**src/rtl/stream_acc_ctrl.sv**
```systemverilog
// stream_acc_ctrl
//
// Sequencing controller for the stream accumulator datapath. Counts accepted
// samples into packets of AMOUNT_OF_DATA and packets into frames of
// AMOUNT_OF_PACKET. Drives the adder/sum-register strobes and emits sum-valid
// and frame-done pulses delayed to line up with the datapath pipeline.
//
// Optional feature macro: STREAM_ACC_CTRL_ERR_EN
//   defined     -> err_o is a sticky flag set by valid_in_i during DRAIN or by
//                  start_i while busy; cleared only by rst_i.
//   not defined -> err_o is tied low and no detection logic exists.
//
// Ports
//   clk_i          rising-edge clock
//   rst_i          synchronous active-high reset
//   start_i        begin a frame (only looked at in IDLE)
//   valid_in_i     upstream sample valid
//   busy_o         high in RUN and DRAIN
//   acc_en_o       registered: datapath adds or loads this cycle
//   acc_load_o     registered: first sample of a packet, load instead of add
//   data_idx_o     index of the next expected sample within its packet
//   packet_idx_o   index of the current packet within the frame
//   sum_valid_o    one-cycle pulse, packet sum is final
//   frame_done_o   one-cycle pulse, coincident with the last packet's sum_valid_o
//   err_o          sticky drop flag (see macro above)

module stream_acc_ctrl #(
  parameter int unsigned AMOUNT_OF_DATA   = 16,
  parameter int unsigned AMOUNT_OF_PACKET = 8,
  parameter int unsigned PIPE_LAT         = 3,
  parameter int unsigned CNT_W            = 8
) (
  input  logic             clk_i,
  input  logic             rst_i,
  input  logic             start_i,
  input  logic             valid_in_i,
  output logic             busy_o,
  output logic             acc_en_o,
  output logic             acc_load_o,
  output logic [CNT_W-1:0] data_idx_o,
  output logic [CNT_W-1:0] packet_idx_o,
  output logic             sum_valid_o,
  output logic             frame_done_o,
  output logic             err_o
);

  localparam logic [1:0] StIdle  = 2'd0;
  localparam logic [1:0] StRun   = 2'd1;
  localparam logic [1:0] StDrain = 2'd2;

  // Terminal counts; AMOUNT_OF_* may equal 2^CNT_W, so the last index is all ones.
  localparam logic [CNT_W-1:0] DataLast = CNT_W'(AMOUNT_OF_DATA - 1);
  localparam logic [CNT_W-1:0] PktLast  = CNT_W'(AMOUNT_OF_PACKET - 1);

  localparam int unsigned      DrainW    = (PIPE_LAT > 1) ? $clog2(PIPE_LAT) : 1;
  localparam logic [DrainW-1:0] DrainLast = DrainW'(PIPE_LAT - 1);

  logic [1:0]          state_q, state_d;
  logic [CNT_W-1:0]    data_idx_q, data_idx_d;
  logic [CNT_W-1:0]    packet_idx_q, packet_idx_d;
  logic [DrainW-1:0]   drain_cnt_q, drain_cnt_d;
  logic                acc_en_q, acc_en_d;
  logic                acc_load_q, acc_load_d;
  logic [PIPE_LAT-1:0] last_dly_q, last_dly_d;
  logic [PIPE_LAT-1:0] frame_dly_q, frame_dly_d;

  logic accept;
  logic last_in;
  logic frame_in;
  logic busy;

  assign busy = (state_q != StIdle);

  // ---------------------------------------------------------------------------
  // Sequencing FSM and index counters
  // ---------------------------------------------------------------------------
  always_comb begin
    state_d      = state_q;
    data_idx_d   = data_idx_q;
    packet_idx_d = packet_idx_q;
    drain_cnt_d  = drain_cnt_q;
    accept       = 1'b0;
    last_in      = 1'b0;
    frame_in     = 1'b0;

    unique case (state_q)
      StIdle: begin
        if (start_i) begin
          state_d      = StRun;
          data_idx_d   = '0;
          packet_idx_d = '0;
        end
      end

      StRun: begin
        if (valid_in_i) begin
          accept = 1'b1;
          if (data_idx_q == DataLast) begin
            data_idx_d = '0;
            last_in    = 1'b1;
            if (packet_idx_q == PktLast) begin
              packet_idx_d = '0;
              frame_in     = 1'b1;
              state_d      = StDrain;
              drain_cnt_d  = '0;
            end else begin
              packet_idx_d = packet_idx_q + 1'b1;
            end
          end else begin
            data_idx_d = data_idx_q + 1'b1;
          end
        end
      end

      // Holds off a new frame until the final flags have left the delay line.
      StDrain: begin
        if (drain_cnt_q == DrainLast) begin
          state_d = StIdle;
        end else begin
          drain_cnt_d = drain_cnt_q + 1'b1;
        end
      end

      default: begin
        state_d = StIdle;
      end
    endcase
  end

  // ---------------------------------------------------------------------------
  // Datapath strobes (registered, one cycle after acceptance)
  // ---------------------------------------------------------------------------
  always_comb begin
    acc_en_d   = accept;
    acc_load_d = accept && (data_idx_q == '0);
  end

  // ---------------------------------------------------------------------------
  // Flag delay line: stage 0 is loaded at acceptance + 1, so the last stage
  // presents the flag exactly PIPE_LAT cycles after the sample was accepted.
  // ---------------------------------------------------------------------------
  always_comb begin
    last_dly_d     = last_dly_q;
    frame_dly_d    = frame_dly_q;
    last_dly_d[0]  = last_in;
    frame_dly_d[0] = frame_in;
    for (int i = 1; i < int'(PIPE_LAT); i++) begin
      last_dly_d[i]  = last_dly_q[i-1];
      frame_dly_d[i] = frame_dly_q[i-1];
    end
  end

  // ---------------------------------------------------------------------------
  // State registers
  // ---------------------------------------------------------------------------
  always_ff @(posedge clk_i) begin
    if (rst_i) begin
      state_q      <= StIdle;
      data_idx_q   <= '0;
      packet_idx_q <= '0;
      drain_cnt_q  <= '0;
      acc_en_q     <= 1'b0;
      acc_load_q   <= 1'b0;
      last_dly_q   <= '0;
      frame_dly_q  <= '0;
    end else begin
      state_q      <= state_d;
      data_idx_q   <= data_idx_d;
      packet_idx_q <= packet_idx_d;
      drain_cnt_q  <= drain_cnt_d;
      acc_en_q     <= acc_en_d;
      acc_load_q   <= acc_load_d;
      last_dly_q   <= last_dly_d;
      frame_dly_q  <= frame_dly_d;
    end
  end

  // ---------------------------------------------------------------------------
  // Optional sticky error flag
  // ---------------------------------------------------------------------------
`ifdef STREAM_ACC_CTRL_ERR_EN
  logic err_q, err_d;

  always_comb begin
    err_d = err_q;
    if ((state_q == StDrain) && valid_in_i) begin
      err_d = 1'b1;
    end
    if (busy && start_i) begin
      err_d = 1'b1;
    end
  end

  always_ff @(posedge clk_i) begin
    if (rst_i) begin
      err_q <= 1'b0;
    end else begin
      err_q <= err_d;
    end
  end

  assign err_o = err_q;
`else
  assign err_o = 1'b0;
`endif

  // ---------------------------------------------------------------------------
  // Outputs
  // ---------------------------------------------------------------------------
  assign busy_o       = busy;
  assign acc_en_o     = acc_en_q;
  assign acc_load_o   = acc_load_q;
  assign data_idx_o   = data_idx_q;
  assign packet_idx_o = packet_idx_q;
  assign sum_valid_o  = last_dly_q[PIPE_LAT-1];
  assign frame_done_o = frame_dly_q[PIPE_LAT-1];

endmodule

```
**config.mk**
```make
export PLATFORM = sky130hd
export DESIGN_NAME = stream_acc_ctrl
export DESIGN_NICKNAME = d
export VERILOG_FILES = /design/src/rtl/stream_acc_ctrl.sv
export SDC_FILE = /design/constraint.sdc
export NUM_CORES = 1
export LEC_CHECK = 0
export ABC_AREA = 1
export CAP_MARGIN = 5
export CORE_MARGIN = 8
export CORE_UTILIZATION = 28
export CTS_CLUSTER_SIZE = 8
export DETAILED_ROUTE_END_ITERATION = 7
export GPL_TIMING_DRIVEN = 0
export PLACE_DENSITY = 0.48
export SETUP_SLACK_MARGIN = 0.2
export SLEW_MARGIN = 10
export SYNTH_ARGS = -nofsm -noshare
export SYNTH_HDL_FRONTEND = slang
export SYNTH_SLANG_ARGS = --single-unit
```
**constraint.sdc**
```tcl
create_clock -name clk_i -period 1.4 [get_ports clk_i]
set_clock_uncertainty 0.1 [all_clocks]
set_input_delay 0.35 -clock clk_i [delete_from_list [all_inputs] [get_ports clk_i]]
set_output_delay 0.35 -clock clk_i [all_outputs]
set_load 0.02 [all_outputs]
```
Yosys cells after proc, flatten, opt, wreduce, memory -nomap -nowiden
Index checks and enable logic that the tools add are counted.
{ "classes": {"multipliers": 0, "reduce_logical": 12, "n_eq_ne": 11, "bitwise_logic": 3, "n_shift": 0, "add_sub_neg": 3, "n_div": 0, "mux": 23, "magnitude_cmp": 0} }
{ "op_table": {"columns": ["cell", "count"], "rows": [
  ["8-bit 2-to-1 mux", 6],
  ["8-bit case mux with 2 select lines", 2],
  ["2-bit 2-to-1 mux", 9],
  ["8-bit by 1-bit adder with 8-bit output, second input constant", 2],
  ["2-bit inequality test, second input constant", 6],
  ["5-bit AND reduction", 2],
  ["8-bit by 3-bit equality test with 1-bit output, second input constant", 1],
  ["8-bit by 4-bit equality test with 1-bit output, second input constant", 1],
  ["8-bit logical NOT", 1],
  ["2-bit case mux with 3 select lines", 1],
  ["2-bit nonzero test", 3],
  ["2-bit equality test, second input constant", 2],
  ["1-bit 2-to-1 mux", 4],
  ["2-bit case mux with 2 select lines", 1],
  ["4-bit AND reduction", 1],
  ["4-bit OR reduction", 1],
  ["1-bit inverter", 3],
  ["3-bit AND reduction", 1],
  ["3-bit OR reduction", 1],
  ["2-bit by 1-bit adder with 2-bit output, second input constant", 1],
  ["2-bit by 1-bit equality test with 1-bit output, second input constant", 1],
  ["2-bit logical NOT", 1],
  ["1-bit logical AND", 1]
]} }
{ "word_totals": {"mem_count": 0, "regBits": 28, "elab_cells": 62, "rom_bits": 0, "out_inout_bits": 22, "ramBits": 0, "latchBits": 0, "input_bits": 4} }

Longest topological paths before layout
Gate-level depths: netlist (run 1).
{ "depth": {"word_depth": 5, "depth_mapped": 9, "mapped_depth_nobuf": 9} }

Worst setup path before layout (run 1)
No wires, ideal clock.
{ "synth_timing": {"path_type": "flip-flop to flip-flop", "from": "register data_idx_q[0] (netlist: data_idx_o[0])", "to": "register data_idx_q[6] (netlist: data_idx_o[6])", "slack_ns": -0.216, "path_stages_with_launch": 9, "period_less_slack_ns": 1.616, "setup_ns": 0.117, "path_buffers": 0, "required_time_ns": 1.183, "t_arrival_ns": 1.399, "path_cell_list": "dfxtp_1 ha_1 nand2_1 nor2_1 nand2_1 nor2_1 nand2_1 nor2_1 nor3_2"} }
{ "synth_via": {"elab_chain_cells": 4, "word_cells_on_any_way": 5, "cone_classes": "add/sub (1); eq/ne (1); mux (3)"} }
{ "synth_rtl": {"columns": ["item", "line_no", "rtl"], "rows": [
  ["start, declared", "59", "logic [CNT_W-1:0] data_idx_q, data_idx_d;"],
  ["start signal, assigned", "168", "data_idx_q <= data_idx_d;"],
  ["8-bit by 1-bit adder with 8-bit output or 8-bit by 4-bit equality test with 1-bit output (tied branches)", "110, 98", null],
  ["8-bit 2-to-1 mux *", "98", "if (data_idx_q == DataLast) begin"],
  ["8-bit 2-to-1 mux *", "96", "if (valid_in_i) begin"],
  ["8-bit case mux with 2 select lines *", "86", "unique case (state_q)"]
]} }
Mark *: on every way between the ends. The rest lies on a longest branch, timed or not. The select of a mux whose other input is x is not followed.
A chain may end at the register's enable or synchronous reset.

Worst setup path in the final report (run 1)
{ "layout_timing": {"from": "register state_q[0]", "to": "output port busy_o"} }
{ "layout_via": {"elab_chain_cells": 1} }
{ "layout_rtl": {"columns": ["item", "line_no", "rtl"], "rows": [
  ["start, declared", "58", "logic [1:0] state_q, state_d;"],
  ["start signal, assigned", "158", "state_q <= StIdle;"],
  ["start signal, assigned", "167", "state_q <= state_d;"],
  ["2-bit nonzero test", "72", "assign busy = (state_q != StIdle);"],
  ["end, declared", "37", "output logic busy_o,"]
]} }
Every way passes these cells.

==> run summary, run 1 <==
Count of state elements after synthesis -> 28
Core Region -> 5040 um^2
P&R area growth vs syn -> 68.3%
Share of layout cells above drive strength 1 -> 49.6%
RSZ-0062 raised after global routing -> yes
DRT Wirelength -> 4050 um
Initial Util -> 28.5%
N_diodes -> 0
Syn_nets -> 214
Power density over cell area -> 1410 nW/um^2
Maximum vdd drop -> 0.000762 V
Routed Antenna Nets -> 0
Fin. max-slew vios -> 0
First-pass GRT wire length -> 6700 um
Setup violators final -> 7
Most frequent cells in the layout -> nand2_1, nor2_1, inv_1
Total number of vias -> 1470
Worst Path Required -> 950 ps
Die Y -> 87.6 um
Clk root buf -> clkbuf_8
Simple-gate portion of the synthesized area -> 36.8%
Setup ws final -> -45.4 ps
Synth Warn # -> 0
Post-synthesis adder-cell area fraction -> 3.49%
Main combinational cell family by area after synthesis -> simple AND/OR/NAND/NOR gates
Total global-route track usage -> 10.9%
Distinct cell type count after synthesis -> 27
Storage cell area -> 621 um^2
Area of the multi-input gates -> 952 um^2
Layout net count -> 267
Crit path DAT -> 1000 ps
Reg clk slew, reported paths -> 100 ps
XOR/XNOR share of the synthesized area -> 1.83%
Crit path buf inv count -> 2
Fmax -> 692 MHz
WL per Instance -> 12.3 um
Clock Path Buffers -> 2
Crit-path slowest cell -> dfxtp_4
DRT iter0 DRCs -> 51
Fill cells -> 510
Final Cycle Share -> 103%
Hold buffers post-CTS -> 0
Initial antenna violation count -> 0
Critical Path Sink Type -> output pin
Mux contribution to synthesized area -> 0%
Die X-Extent -> 87.6 um
Max-Cap Viols -> 0
Final HPWL DP -> 2600 um
P_leak -> 0.00100 uW
Failing checks -> negative setup slack
RD Place Congestion -> 0.819
CTS tree -> built
Mapped cell area -> 1440 um^2
Worst setup path class -> register to output pin
TritonCTS buffer count -> 3
Placement Setup Slack -> -375 ps
End-of-flow core utilization -> 47.9%
Die footprint -> 7670 um^2
Post-synthesis compound-gate area fraction -> 6.97%
Cells along the critical path -> nor2_4 -> inv_1 -> buf_2
Vias in the first global route -> 1394
IO Count -> 26
Post-Synthesis Cells -> 206
Crit path max-delay family -> flip-flops
Setup TNS -> -121 ps
Drt drc -> 0
Hold Fails Final Rpt -> 0
Detailed Routing Iterations Pass 1 -> 4
Sequential area share after synthesis -> 39.1%
Grt total ovfl -> 0
Crit-path max FO -> 4
Most common cell after layout, fill and taps aside -> nand2_1
Clock sink count -> 28
Post-Syn Area per Cell -> 6.97 um^2
Vias per cell -> 4.48
Rows -> 26
Largest net degree at the start of global routing -> 17
Largest stage delay, worst path -> 380 ps
Outcome -> finished, violations left
Worst skew pair latency -> 280 ps
CP Launch Type -> register
Class of the worst hold path -> input port to register
Htree depth -> 1
Min Tclk post-route -> 1450 ps
Number of port buffers -> 23
worst register-to-register path: stages (launching register included):
cell and delay (ps):
dfxtp_4 390, inv_4 50, nor2_4 110, nand2_4 80
nand2_4 100, buf_12 120, buf_16 110, nand3_1 60
nor2_1 150, nor3_2 60
cells by family after synthesis:
family | count (synthesis)
xor gates and xnor gates | 3
and+or+nand+nor | 119
AOI/OAI and AO/OA | 15
buffers and inverters | 36
DFF | 28
other | 1
adders and majority gates | 4
synthesized netlist by cell type, drive strengths merged:
library cell	instances	area share, %
conb	1	0.26
nor3	5	2.4
or2	2	0.87
nand4	8	3.5
o21ai	5	1.7
xor2	3	1.8
a21oi	7	3.0
ha	4	3.5
a31oi	1	0.44
dfxtp	28	39
clkbuf	1	0.26
nand2	44	12
nor2	42	12
o21bai	1	1.3
buf	4	3.2
o211ai	1	0.52
nand3	18	6.3
inv	31	8.1
final timing paths:
path	start	to	slack (ps)	cells after the start
worst min-delay path	rst_i	packet_idx_o[4]$_SDFFE_PP0P_	290	2
worst max register to register	state_q[0]$_SDFFE_PP0P_	data_idx_o[5]$_SDFFE_PP0P_	-30	9
worst max-delay path	state_q[0]$_SDFFE_PP0P_	busy_o	-50	3
worst min register to register	last_dly_q[1]$_SDFF_PP0_	last_dly_q[2]$_SDFF_PP0_	300	2
state kept, by name, summed over array words and instances, names as in the netlist:
register	cells
acc_load_o	1
drain_cnt_q	2
state_q	2
frame_dly_q	3
data_idx_o	8
acc_en_o	1
packet_idx_o	8
last_dly_q	3
per-stage QoR:
step | area (um^2) | cells | total power [uW] | hold WS [ps]
3_5_place_dp | 1850 | 299 | 2090 | 293
5_1_grt | 2410 | 328 | 3620 | 320
6_report | 2410 | 328 | 3390 | 292
4_1_cts | 2280 | 322 | 3290 | 309
2_1_floorplan | 1530 | 206 | 1780 | 288
3_3_place_gp | 1850 | 299 | 2090 | 288
timing repair:
action                     4_1_cts  5_1_grt
pin swaps                       12        9
gates cloned                     2        0
setup endpoints to repair       43       44
buffers inserted                17        6
resized for setup              172       31
report_power, final:
part	internal, uW	switching, uW
clock	383	274
combinational	820	918
sequential	902	97.0
total	2110	1290
routing by layer:
layer	wire length [um]	vias up	GRT usage (%)
li1	-	753	-
met1	1830	691	14.0
met2	2030	20	17.6
met3	146	6	1.97
met4	44	0	3.75
met5	0	-	0
layout make-up:
class	count	share of cell area (%)
Multi-Input combinational cell	142	39.4
Clock inverter	1	1.24
Sequential cell	28	25.7
Tap cell	70	3.63
Inverter	31	5.03
Buffer	5	2.59
Clock buffer	3	1.71
Timing Repair Buffer	48	20.7
No activity file was read; power rests on OpenSTA's default activity.
==> run 2, diff against run 1 <==
ABC_CLOCK_PERIOD_IN_PS = 1400   (was not set)
PLACE_DENSITY = not set   (was 0.48)
==> run 2 against run 1 <==
Maximum frequency down 1.9%. Largest power group unchanged. Setup slack lost 28 ps. Global-route usage fell by 0.39 points. Utilization grew 1.5 points. Sequential power about the same. Highest routed layer unchanged. Combinational power up 5%. The flow still finishes with violations (negative setup slack).
==> run summary, run 2 (synthesis gave the netlist of run 1 again) <==
DRT iter0 DRCs -> 60 (+18%)
Die footprint -> 7670 um^2 (unchanged)
Grt total ovfl -> 0 (unchanged)
Layout net count -> 273 (+2.2%)
Vias in the first global route -> 1397 (+0.22%)
Initial Util -> 28.5% (unchanged)
CP Launch Type -> register
Worst skew pair latency -> 270 ps (about the same)
Largest stage delay, worst path -> 380 ps (about the same)
Final HPWL DP -> 2510 um (-3.4%)
Failing checks -> negative setup slack
Reg clk slew, reported paths -> 100 ps (about the same)
Crit-path max FO -> 5 (+1)
Crit-path slowest cell -> dfxtp_4
Die Y -> 87.6 um (unchanged)
Met1 Resource Use GR -> 12.0% (-2.0 points)
Dpl cells -> 299 (unchanged)
Most common cell after layout, fill and taps aside -> nor2_1
Crit path DAT -> 1570 ps (+570 ps)
RR Startpoint -> data_idx_o[0]$_SDFFE_PP0P_
Crit path buf inv count -> 2 (unchanged)
Core Region -> 5040 um^2 (unchanged)
Htree depth -> 1 (unchanged)
RSZ-0062 raised after global routing -> yes
Design area -> 2490 um^2 (+3.2%)
Crit path max-delay family -> flip-flops
Hold path start -> last_dly_q[1]$_SDFF_PP0_
Largest net degree at the start of global routing -> 17 (unchanged)
Clock Path Buffers -> 2 (unchanged)
P&R area growth vs syn -> 73.7%
Number of port buffers -> 23 (unchanged)
Class of the worst hold path -> register to register
Initial antenna violation count -> 0 (unchanged)
IO Count -> 26 (unchanged)
Fin. max-slew vios -> 0 (unchanged)
Post-Layout Cell Count -> 334 (+1.8%)
Power density over cell area -> 1390 nW/um^2 (-0.90%)
Setup ws final -> -73.3 ps (-27.9 ps)
Outcome -> finished, violations left
Critical Path Sink Type -> register
P_leak -> 0.00103 uW (+3.0%)
Hold buffers post-CTS -> 0 (unchanged)
Total global-route track usage -> 10.5% (-0.39 points)
Total number of vias -> 1500 (+2.0%)
Share of layout cells above drive strength 1 -> 51.1% (+1.5 points)
N_diodes -> 0 (unchanged)
WL per Instance -> 12.3 um (-0.39%)
Setup violators final -> 15 (+8)
Detailed Routing Iterations Pass 1 -> 4 (unchanged)
DRT Wirelength -> 4100 um (+1.4%)
Vias per cell -> 4.49 (+0.21%)
TritonCTS buffer count -> 3 (unchanged)
Maximum vdd drop -> 0.000649 V (-15%)
Max-Cap Viols -> 0 (unchanged)
Worst Path Required -> 1500 ps (+550 ps)
Drt drc -> 0 (unchanged)
CTS tree -> built
RD Place Congestion -> 0.786 (-4.0%)
Final Cycle Share -> 105% (+2.0 points)
First-pass GRT wire length -> 6470 um (-3.5%)
Placed inst area -> 1850 um^2 (unchanged)
Fmax -> 679 MHz (-1.9%)
Hold Fails Final Rpt -> 0 (unchanged)
Rows -> 26 (unchanged)
Most Crowded Layer GR -> met2
Cells along the critical path -> ha_4 -> nand3_4 -> o21bai_4 -> buf_6 -> buf_6 -> nand4_1 -> a21oi_2
M2 GR Usage -> 19.3% (+1.7 points)
Worst setup path class -> register to register
Clock sink count -> 28 (unchanged)
Clk root buf -> clkbuf_8
Min Tclk post-route -> 1470 ps (+27.9 ps)
Routed Antenna Nets -> 0 (unchanged)
Most frequent cells in the layout -> nor2_1, nand2_1, buf_6
Placement Setup Slack -> -380 ps (-4.37 ps)
Critical path's most frequent cell -> buf_6
GR Util met3 -> 1.22% (-0.75 points)
Crit path launch -> data_idx_o[0]$_SDFFE_PP0P_
Die X-Extent -> 87.6 um (unchanged)
==> run 2: cell count changes in the layout (fill, tap and decap cells not counted), moves of 2 or more <==
| cell | delta |
|---|---|
| dfxtp_1 | +2 |
| buf_4 | +2 |
| buf_6 | +5 |
| nand2_1 | -3 |
| a21oi_1 | -2 |
| buf_8 | -2 |
| nor2_4 | -2 |
| dfxtp_2 | -2 |
| nand2_2 | +3 |
==> run 2: repair_timing <==
action	CTS	global route
setup endpoints to repair	43	44
pin swaps	13	26
gates resized for setup	159	45
gates cloned	1	1
setup buffers	24	5
hold endpoints to repair	0	0
==> run 2: layout make-up <==
cell class,count,area [um^2]
repair buffers,54,571
well taps,70,87.6
inverters,31,121
clock inverters,1,30.0
clock buffers,3,41.3
fillers,471,2550
plain buffers,5,53.8
flip-flops and latches,28,618
multi-input cells,142,970
==> run 2: path summary, 6_finish.rpt <==
path	slack, ps	cells past startpoint	to
hold / removal	300	2	last_dly_q[2]$_SDFF_PP0_
setup / recovery	-70	7	packet_idx_o[2]$_SDFFE_PP0P_
hold reg to reg	300	2	last_dly_q[2]$_SDFF_PP0_
setup reg to reg	-70	7	packet_idx_o[2]$_SDFFE_PP0P_
==> run 2: metal layers <==
metal	up-vias	wire length (um)
li1	768	-
met1	715	1800
met2	15	2160
met3	2	98
met4	0	42
met5	-	0
==> run 2: power breakdown <==
group          switching, uW  leakage (uW)  internal [uW]
logic                    906      0.000756            916
clock network            256     0.0000357            383
registers                107      0.000240            905
==> run 2: tightest hold or removal path: cells and delay by family, from the launching register on <==
kind,cells,cell delay [ps]
buffers and inverters,1,40
DFF,1,310
and+or+nand+nor,1,30
==> run 2: metrics by stage <==
| stage | power (uW) | util [%] | hold WS [ps] | setup TNS, ps |
|---|---|---|---|---|
| final | 3470 | 49.4 | 300 | -642 |
| after global routing | 3680 | 49.4 | 324 | -1800 |
| after CTS | 3240 | 45.5 | 310 | -381 |
| after detailed placement | 2090 | 36.7 | 295 | -7230 |
| after global placement | 2080 | 36.7 | 289 | -7120 |
| after floorplan | 1780 | - | 288 | 0 |
==> run 3, diff against run 2 <==
GPL_TIMING_DRIVEN = not set   (was 0)
==> run 3 against run 2 <==
The flow still finishes with violations (negative setup slack). Global-route usage shrank 0.51 points. Non-clock buffer count up 9. Final area grew 0.75%. Setup slack better by 40 ps. Maximum frequency increased by 2.8%. Sequential power barely moved. Flip-flop and latch count unchanged. Via count shrank 1.5%. Count of clock-buffer cells in the layout unchanged. Register-to-register slack gained 40 ps. Combinational power is 8% lower. Hold slack better by 5.5 ps. Largest cell class unchanged. Highest routed layer unchanged.
==> run summary, run 3 (synthesis gave the netlist of run 1 again) <==
Hold buffers post-CTS -> 0 (unchanged)
Design Power -> 3310 uW (-4.8%)
TritonCTS buffer count -> 3 (unchanged)
Switching share of total power -> 36.7% (+0.11 points)
Most common cell after layout, fill and taps aside -> buf_6
Class of the worst hold path -> register to register
First-pass GRT wire length -> 6290 um (-2.7%)
Largest stage delay, worst path -> 350 ps (-30 ps)
CP Launch Type -> register
Power Internal -> 2090 uW (-4.9%)
N_diodes -> 0 (unchanged)
Die footprint -> 7670 um^2 (unchanged)
Critical Path Sink Type -> register
Most frequent cells in the layout -> buf_6, nand2_1, nor2_1, buf_4, inv_1
Share of layout cells above drive strength 1 -> 53.5% (+2.3 points)
Outcome -> finished, violations left
Length in cells of the worst reg-to-reg path -> 8 (+1)
Clk root buf -> clkbuf_8
Hold Fails Final Rpt -> 0 (unchanged)
Drt drc -> 0 (unchanged)
DRT Wirelength -> 3930 um (-4.1%)
CTS tree -> built
Total global-route track usage -> 9.96% (-0.51 points)
Worst setup path class -> register to register
Cells along the critical path -> buf_6 -> inv_6 -> nor2_4 -> nand2_4 -> nand2_8 -> buf_6 -> a31oi_2 -> nor3_2
Total number of vias -> 1478 (-1.5%)
Final Cycle Share -> 102% (-2.8 points)
Reg clk slew, reported paths -> 100 ps (about the same)
Comb pwr share -> 50.7% (-1.8 points)
Crit-path slowest cell -> dfxtp_2
Placement Setup Slack -> -304 ps (+75.3 ps)
WL per Instance -> 11.5 um (-6.7%)
Clock Path Buffers -> 2 (unchanged)
CP Depth -> 8 (+1)
Max-Cap Viols -> 0 (unchanged)
IO Count -> 26 (unchanged)
Largest net degree at the start of global routing -> 17 (unchanged)
Clock sink count -> 28 (unchanged)
Min Tclk post-route -> 1430 ps (-39.7 ps)
Worst skew pair latency -> 270 ps (about the same)
P&R area growth vs syn -> 75.0%
Detailed Routing Iterations Pass 1 -> 4 (unchanged)
Initial Util -> 28.5% (unchanged)
Maximum vdd drop -> 0.000662 V (+2.1%)
Fmax -> 698 MHz (+2.8%)
Fin. max-slew vios -> 0 (unchanged)
Critical path's most frequent cell -> buf_6
Htree depth -> 1 (unchanged)
RD Place Congestion -> 0.840 (+6.9%)
Rows -> 26 (unchanged)
Core Region -> 5040 um^2 (unchanged)
Worst Path Required -> 1490 ps (about the same)
Clk pwr share -> 19.2% (+0.8 points)
Crit-path max FO -> 7 (+2)
Initial antenna violation count -> 0 (unchanged)
Sequential Power Share -> 30.0% (+0.9 points)
Vias per cell -> 4.31 (-4.1%)
Die Y -> 87.6 um (unchanged)
Die X-Extent -> 87.6 um (unchanged)
Power density over cell area -> 1320 nW/um^2 (-5.5%)
Failing checks -> negative setup slack
Vias in the first global route -> 1451 (+3.9%)
Setup violators final -> 2 (-13)
Crit path buf inv count -> 3 (+1)
RSZ-0062 raised after global routing -> yes
Number of port buffers -> 24 (+4.3%)
Crit path DAT -> 1530 ps (-40 ps)
Routed Antenna Nets -> 0 (unchanged)
Setup ws final -> -33.5 ps (+39.7 ps)
P_leak -> 0.00107 uW (+3.2%)
Crit path max-delay family -> simple AND/OR/NAND/NOR gates
Grt total ovfl -> 0 (unchanged)
Final HPWL DP -> 2700 um (+7.4%)
Hold depth -> 2 (unchanged)
Layout net count -> 282 (+3.3%)
DRT iter0 DRCs -> 65 (+8.3%)
Net Switching -> 1210 uW (-4.5%)
## run 3: cell count changes in the layout (fill, tap and decap cells not counted), sizes merged
cell,previous run,this run
buf,55,65
clkbuf,4,3
clkdlybuf4s15,1,0
clkdlybuf4s50,0,2
dlygate4sd2,2,0
dlymetal6s2s,0,1
## run 3: layout make-up
cell class | instances | area [um^2]
fill | 449 | 2530
clock inverter | 1 | 30.0
tap | 70 | 87.6
clock buffer | 3 | 41.3
multi-input combinational | 142 | 968
inverter | 31 | 124
sequential | 28 | 601
timing repair buffer | 68 | 659
## run 3: worst paths after layout
kind	startpoint	slack, ps	endpoint
worst max register to register	state_q[0]$_SDFFE_PP0P_	-30	data_idx_o[5]$_SDFFE_PP0P_
worst min register to register	last_dly_q[0]$_SDFF_PP0_	310	last_dly_q[1]$_SDFF_PP0_
worst min-delay path	last_dly_q[0]$_SDFF_PP0_	310	last_dly_q[1]$_SDFF_PP0_
worst max-delay path	state_q[0]$_SDFFE_PP0P_	-30	data_idx_o[5]$_SDFFE_PP0P_
## run 3: power groups by stage
stage                     sequential [uW]  combinational [uW]  clock [uW]
after floorplan                      1090                 689           0
after global placement               1000                1210           0
after detailed placement             1010                1230           0
after CTS                             994                1540         652
after global routing                 1010                1830         684
final                                 992                1680         636
## run 3: stage by stage
| step | utilization, % | cells | hold WS (ps) | setup TNS, ps | instance area (um^2) |
|---|---|---|---|---|---|
| global route | 49.8 | 343 | 326 | -912 | 2510 |
| floorplan | - | 206 | 288 | 0 | 1530 |
| finish | 49.8 | 343 | 305 | -64.4 | 2510 |
| detailed placement | 40.7 | 328 | 293 | -5280 | 2050 |
| CTS | 46.4 | 337 | 307 | -10.6 | 2340 |
| global placement | 40.7 | 328 | 290 | -5130 | 2050 |
## run 3: worst reg2reg max path, delay by kind of cell (launching register included)
family | cells | cell delay (ps)
AND/OR/NAND/NOR | 4 | 500
flip-flops | 1 | 350
buffers and inverters | 3 | 300
AO/OA/AOI/OAI | 1 | 90
## run 3: layer usage
metal	GRT usage, %	up-vias	share of wire [%]
li1	-	775	-
met1	10.9	682	43
met2	18.3	17	53
met3	1.50	4	3.1
met4	4.53	0	1.6
met5	0	-	0
## run 3: what timing repair did
item	in CTS	in global routing
cloned	0	0
pin swaps	29	18
gates resized for setup	169	40
buffers inserted	5	6
hold endpoints to repair	0	0
endpoints found under the setup margin	43	45
